**src/rtl/arima_seq_ctrl.sv**
```systemverilog
// ARIMA sequencer: config register file, start pulse, one-frame sample streaming and re-timed output valid.
// Optional order range check on go is enabled by defining ARIMA_SEQ_CFG_CHECK_EN.
module arima_seq_ctrl #(
   parameter int LAT       = 3,
   parameter int MAX_ORDER = 10,
   parameter int LEN_W     = 16
) (
   input  logic                       clk,
   input  logic                       rst,
   input  logic                       cfg_we,
   input  logic [4:0]                 cfg_addr,
   input  logic [31:0]                cfg_wdata,
   input  logic                       go,
   input  logic                       s_valid,
   input  logic [31:0]                s_data,
   output logic                       s_ready,
   output logic [31:0]                p_order_in,
   output logic [31:0]                d_order_in,
   output logic [31:0]                q_order_in,
   output logic [31:0]                cont_in,
   output logic [MAX_ORDER-1:0][31:0] ar_coef_in,
   output logic [MAX_ORDER-1:0][31:0] ma_coef_in,
   output logic                       start,
   output logic [31:0]                dp_data,
   input  logic [31:0]                dp_out,
   output logic                       m_valid,
   output logic [31:0]                m_data,
   output logic                       busy,
   output logic                       done,
   output logic                       err_underrun,
   output logic                       err_cfg
);

   localparam int ADDR_AR0 = 4;
   localparam int ADDR_MA0 = 4 + MAX_ORDER;
   localparam int ADDR_LEN = 4 + 2 * MAX_ORDER;

   typedef enum logic [2:0] {IDLE, LOAD, RUN, DRAIN, DONE} state_t;

   state_t                     state, state_nxt;
   logic [31:0]                p_r, d_r, q_r, cont_r;
   logic [MAX_ORDER-1:0][31:0] ar_r, ma_r;
   logic [LEN_W-1:0]           len_r, len_eff, cnt;
   logic [LAT-1:0]             vpipe;
   logic                       cfg_wr, go_ok, cfg_bad;
   logic                       early_done, early_done_q, underrun_r;

   // A write landing in the same cycle as go must already count for that go's decisions.
   assign cfg_wr  = cfg_we && (state == IDLE);
   assign go_ok   = go && (state == IDLE) && !early_done_q;
   assign len_eff = (cfg_wr && cfg_addr == 5'(ADDR_LEN)) ? cfg_wdata[LEN_W-1:0] : len_r;

`ifdef ARIMA_SEQ_CFG_CHECK_EN
   logic [31:0] p_eff, d_eff, q_eff;
   logic        err_cfg_r;

   assign p_eff   = (cfg_wr && cfg_addr == 5'd0) ? cfg_wdata : p_r;
   assign d_eff   = (cfg_wr && cfg_addr == 5'd1) ? cfg_wdata : d_r;
   assign q_eff   = (cfg_wr && cfg_addr == 5'd2) ? cfg_wdata : q_r;
   assign cfg_bad = (p_eff > 32'(MAX_ORDER)) || (q_eff > 32'(MAX_ORDER)) || (d_eff > 32'd2);

   always_ff @(posedge clk) begin
      if (rst)
         err_cfg_r <= 1'b0;
      else if (go_ok)
         err_cfg_r <= cfg_bad;
   end

   assign err_cfg = err_cfg_r;
`else
   assign cfg_bad = 1'b0;
   assign err_cfg = 1'b0;
`endif

   always_ff @(posedge clk) begin
      if (rst)
         state <= IDLE;
      else
         state <= state_nxt;
   end

   always_comb begin
      state_nxt  = state;
      start      = 1'b0;
      s_ready    = 1'b0;
      early_done = 1'b0;
      case (state)
         IDLE: begin
            if (go_ok) begin
               if (cfg_bad || len_eff == '0)
                  early_done = 1'b1;
               else
                  state_nxt = LOAD;
            end
         end
         LOAD: begin
            start     = 1'b1;
            state_nxt = RUN;
         end
         RUN: begin
            s_ready = 1'b1;
            if (cnt == LEN_W'(1))
               state_nxt = DRAIN;
         end
         DRAIN: begin
            if (cnt == '0)
               state_nxt = DONE;
         end
         DONE:    state_nxt = IDLE;
         default: state_nxt = IDLE;
      endcase
   end

   // One counter serves both phases: samples left in RUN, then flush cycles left in DRAIN.
   always_ff @(posedge clk) begin
      if (rst) begin
         cnt          <= '0;
         vpipe        <= '0;
         early_done_q <= 1'b0;
         underrun_r   <= 1'b0;
      end else begin
         early_done_q <= early_done;
         vpipe        <= LAT'({vpipe, state == RUN});
         case (state)
            LOAD:    cnt <= len_r;
            RUN:     cnt <= (cnt == LEN_W'(1)) ? LEN_W'(LAT - 1) : cnt - LEN_W'(1);
            DRAIN:   cnt <= cnt - LEN_W'(1);
            default: cnt <= cnt;
         endcase
         if (go_ok)
            underrun_r <= 1'b0;
         else if (state == RUN && !s_valid)
            underrun_r <= 1'b1;
      end
   end

   always_ff @(posedge clk) begin
      if (rst) begin
         p_r    <= '0;
         d_r    <= '0;
         q_r    <= '0;
         cont_r <= '0;
         ar_r   <= '0;
         ma_r   <= '0;
         len_r  <= '0;
      end else if (cfg_wr) begin
         case (cfg_addr)
            5'd0:    p_r    <= cfg_wdata;
            5'd1:    d_r    <= cfg_wdata;
            5'd2:    q_r    <= cfg_wdata;
            5'd3:    cont_r <= cfg_wdata;
            default: ;
         endcase
         for (int i = 0; i < MAX_ORDER; i++) begin
            if (cfg_addr == 5'(ADDR_AR0 + i))
               ar_r[i] <= cfg_wdata;
            if (cfg_addr == 5'(ADDR_MA0 + i))
               ma_r[i] <= cfg_wdata;
         end
         if (cfg_addr == 5'(ADDR_LEN))
            len_r <= cfg_wdata[LEN_W-1:0];
      end
   end

   assign p_order_in   = p_r;
   assign d_order_in   = d_r;
   assign q_order_in   = q_r;
   assign cont_in      = cont_r;
   assign ar_coef_in   = ar_r;
   assign ma_coef_in   = ma_r;
   assign dp_data      = (state == RUN && s_valid) ? s_data : '0;
   assign m_valid      = vpipe[LAT-1];
   assign m_data       = m_valid ? dp_out : '0;
   assign busy         = (state != IDLE);
   assign done         = (state == DONE) || early_done_q;
   assign err_underrun = underrun_r;

endmodule

```
**config.mk**
```make
export PLATFORM = sky130hd
export DESIGN_NAME = arima_seq_ctrl
export DESIGN_NICKNAME = d
export VERILOG_FILES = /design/src/rtl/arima_seq_ctrl.sv
export SDC_FILE = /design/constraint.sdc
export NUM_CORES = 2
export LEC_CHECK = 0
export ABC_AREA = 1
export CAP_MARGIN = 20
export CORE_AREA = 2 2 369 371
export CTS_CLUSTER_DIAMETER = 30
export CTS_CLUSTER_SIZE = 14
export DETAILED_ROUTE_END_ITERATION = 16
export DIE_AREA = 0 0 371 373
export PLACE_DENSITY = 0.51
export SYNTH_ARGS = -nofsm -noshare
export SYNTH_HDL_FRONTEND = slang
export SYNTH_SLANG_ARGS = --single-unit
```
**constraint.sdc**
```tcl
create_clock -name clk -period 2 [get_ports clk]
set_input_delay 0.4 -clock clk [delete_from_list [all_inputs] [get_ports clk]]
set_output_delay 0.4 -clock clk [all_outputs]
set_load 0.03 [all_outputs]
```
==> out/qor.log <==
[outcome] result of the run finished, violations left
[placed_design] DP Wirelength 86.4 mm
[floorplan] number of standard-cell rows in the floorplan 135
[yosys] Distinct cells, synth 36
[yosys] Synth Flop Type sky130_fd_sc_hd__dfxtp_1
[finish] total number of nets in the final design 4436
[min_path] worst hold path cell count 3
[timing] RSZ-0062 raised after global routing yes
[global_route] global-route wire length before repair 185 mm
[clock_network] H-tree depth 4
[finish] share of layout cells above drive strength 1 26.7%
[placed_design] placed cell areas 41300 sq um
[critical_path] endpoint type of the worst setup path output port
[yosys] number of synthesized flops with an enable pin 0
[outcome] failing checks negative setup slack
[timing] final number of hold-violating endpoints 0
[critical_path] Most common cell on crit path sky130_fd_sc_hd__nor2_4
[critical_path] startpoint of the most critical register-to-register path state[0]$_SDFFE_PP0P_
[timing] Worst slew margin 58.3%
[route] number of vias after detailed routing 28314
[clock_network] CTS tree built
[min_path] worst min-delay path category in -> reg
[global_route] via count of the first global-routing pass 26502
[job] # Max-Cap Violations 0
[route] DRC errors left 0
[floorplan] effective utilization at floorplan 20.9%
[clock_network] latest clock arrival within the worst-skew pair 800 ps
[global_route] largest net degree at the start of global routing 119
[timing] clk_skew 35.3 ps
[timing] total count of max-transition violations in the final report 0
[critical_path] cells traversed along the worst timing path inv_1 -> buf_4 -> nor2_4 -> nand2_4 -> buf_12 -> buf_16 -> nor2_4 -> buf_6
[timing] transition time at the pin with the least slew margin 625 ps
[floorplan] overall die width 371 um
[floorplan] Total Die Area 138000 sq um
[floorplan] area of the core region 135000 sq um
[critical_path] FF-to-FF End ar_coef_in[102]$_SDFFE_PP0P_
[route] Iteration-0 DRC Markers 1929
[critical_path] Arrival @ worst endpoint 2110 ps
[floorplan] Top Ports 945
[yosys] share of synthesized registers carrying an async set or reset 0%
[timing] Achievable Freq 398 MHz
[yosys] sequential cell area fraction in the yosys report 57.6%
[route] antenna-violating nets left 0
[yosys] net count after synthesis 3234
[route] Initial DRT Pass Iterations 8
[power] leakage power of the design 0.0218 uW
[min_path] launch point of the worst hold path cfg_wdata[11]
[placed_design] total placed cells including tap cells 5766
[finish] non-filler cells in the finished layout 6274
[clock_network] clock-pin slew on the worst setup and hold paths 40 ps
[clock_network] TritonCTS buffer count 189
[critical_path] Slowest-stage cell, CP sky130_fd_sc_hd__dfxtp_2
[timing] setup violators final 770
[timing] time the final worst path needs with I/O delays and setup 2510 ps
[yosys] number of warnings reported in the yosys synthesis log 0
[clock_network] maximum root-to-sink buffer count 3
[critical_path] startpoint types register
[min_path] terminating pin of the worst hold path len_r[11]$_SDFFE_PP0N_
[finish] layout filler cell count 13301
[clock_network] number of sinks on the clock net 808
[critical_path] Slowest Stage Delay on Critical Path 320 ps
[yosys] Syn Std Cell Area 28100 sq um
[global_route] overall track demand over capacity in global routing 18.0%
[global_route] number of antenna violations at the first check in global routing 11
[finish] finished layout cell area 51800 sq um
[yosys] gate count of the mapped netlist 3126
[floorplan] height of the chip 373 um
[finish] most frequent cells in the layout sky130_fd_sc_hd__dfxtp_1, sky130_fd_sc_hd__a21oi_1, sky130_fd_sc_hd__o21ai_0
[yosys] register bit total from synthesis 808
[critical_path] Worst R2R Setup Slack -360 ps
[power] Peak supply drop 731 uV
[placed_design] worst-case setup slack after placement -832 ps
[critical_path] worst reg2reg path depth 17
[global_route] remaining global-route overflow 0
[timing] Final Cycle Share 126%
[route] WL final 149 mm
[timing] PnR worst setup slack -514 ps
[clock_network] clock tree root driver cell sky130_fd_sc_hd__clkbuf_16
[critical_path] top fanout value on the critical path 8
[route] number of vias per cell 4.51
[route] average wire per cell in the routed design 23.7 um
[placed_design] Final GP Congestion 0.821
[finish] most common cell after layout, fill and taps aside sky130_fd_sc_hd__dfxtp_1
[finish] post-synthesis to final-layout area growth 84.4%
[critical_path] required time of the worst setup path 1600 ps
[placed_design] Port Buf Inserts 943
[critical_path] kind of critical path reg -> out
[power] ratio of total power to cell area 1040 nW/um^2
[yosys] Synth Area per Inst 8.99 sq um
==> synth_stat cells (6+ instances only) <==
library cell	number	area share, %
sky130_fd_sc_hd__nor3_1	9	0.16
sky130_fd_sc_hd__nor2_4	15	0.60
sky130_fd_sc_hd__nand2_1	108	1.4
sky130_fd_sc_hd__a211oi_2	52	2.3
sky130_fd_sc_hd__buf_4	9	0.24
sky130_fd_sc_hd__nand3_1	23	0.41
sky130_fd_sc_hd__a21oi_1	475	8.5
sky130_fd_sc_hd__nor2_1	392	5.2
sky130_fd_sc_hd__dfxtp_1	808	58
sky130_fd_sc_hd__clkbuf_1	202	2.7
sky130_fd_sc_hd__a211oi_1	268	7.2
sky130_fd_sc_hd__inv_1	137	1.8
sky130_fd_sc_hd__o21ai_0	474	8.4
sky130_fd_sc_hd__buf_2	87	1.6
sky130_fd_sc_hd__clkbuf_2	6	0.11
==> stage by stage <==
step	TNS, ps	hold WS (ps)	util (%)	total power (uW)
after global routing	-220490	249	38.5	55400
after detailed placement	-286990	410	30.7	20400
after CTS	-63850	197	36.8	54000
final	-134310	269	38.5	53900
after global placement	-275170	398	30.7	20400
after floorplan	-2440	388	-	18600
==> sequential cells by signal, indices dropped and copies added (netlist names), 16 cells and up <==
signal / count
cont_in: 32
ma_coef_in: 320
len_r: 16
p_order_in: 32
ar_coef_in: 320
cnt: 16
d_order_in: 32
q_order_in: 32
==> worst max path at each step <==
stage                                     start                     to  slack [ps]  depth (start not counted)
after floorplan           state[2]$_SDFFE_PP0P_            dp_data[10]         -80                          6
after global placement              cfg_addr[1]  state[1]$_SDFFE_PP0P_        -820                         15
after detailed placement            cfg_addr[1]  state[0]$_SDFFE_PP0P_        -830                         15
after CTS                 state[0]$_SDFFE_PP0P_            dp_data[14]        -590                          9
after global routing      state[1]$_SDFFE_PP0P_             dp_data[8]        -600                          8
final                     state[1]$_SDFFE_PP0P_            dp_data[17]        -510                          8
==> layout make-up <==
type | instances | area (sq um) | area share, %
diodes | 5 | 12.5 | 0.0242
clock buffers | 248 | 5340 | 10.3
clock inverters | 103 | 1720 | 3.32
inverters | 143 | 587 | 1.13
multi-input cells | 1863 | 10700 | 20.6
flip-flops and latches | 808 | 16200 | 31.2
well taps | 1781 | 2230 | 4.30
repair buffers | 1323 | 15100 | 29.1
==> worst max-delay path: cells and delay by family, from the launching register on <==
kind                   cells  cell delay [ps]
buffers and inverters      5              690
DFF                        1              320
and+or+nand+nor            3              320
==> power breakdown <==
group          leakage (uW)  switching, uW  internal [uW]  total [uW]
Sequential          0.00652            157          16400       16600
Clock               0.00340          10500          23100       33500
Combinational        0.0118           2380           1360        3740
==> layer usage <==
layer  vias to the layer above  GRT usage (%)  wire (um)
met5                         -              0         53
met4                         8           5.60       5210
met3                       267           6.25      12200
met2                      1201           28.2      69900
met1                     13491           23.1      61400
li1                      13347              -          -
==> cells by family after synthesis <==
kind of cell / share of synthesized area [%]
xor gates and xnor gates: 0.249
AOI/OAI and AO/OA: 26.7
other: 0.0134
adders and majority gates: 0.0891
DFF: 57.6
and+or+nand+nor: 8.59
buffers and inverters: 6.74
==> what timing repair did <==
action | CTS | global route
buffers inserted | 28 | 56
setup endpoints to repair | 1018 | 947
hold buffers | 1 | 0
pin swaps | 15 | 27
gates resized for setup | 1657 | 187
hold endpoints to repair | 10 | 0
gates cloned | 15 | 56
Note: power is estimated with default switching activity, not from simulation.
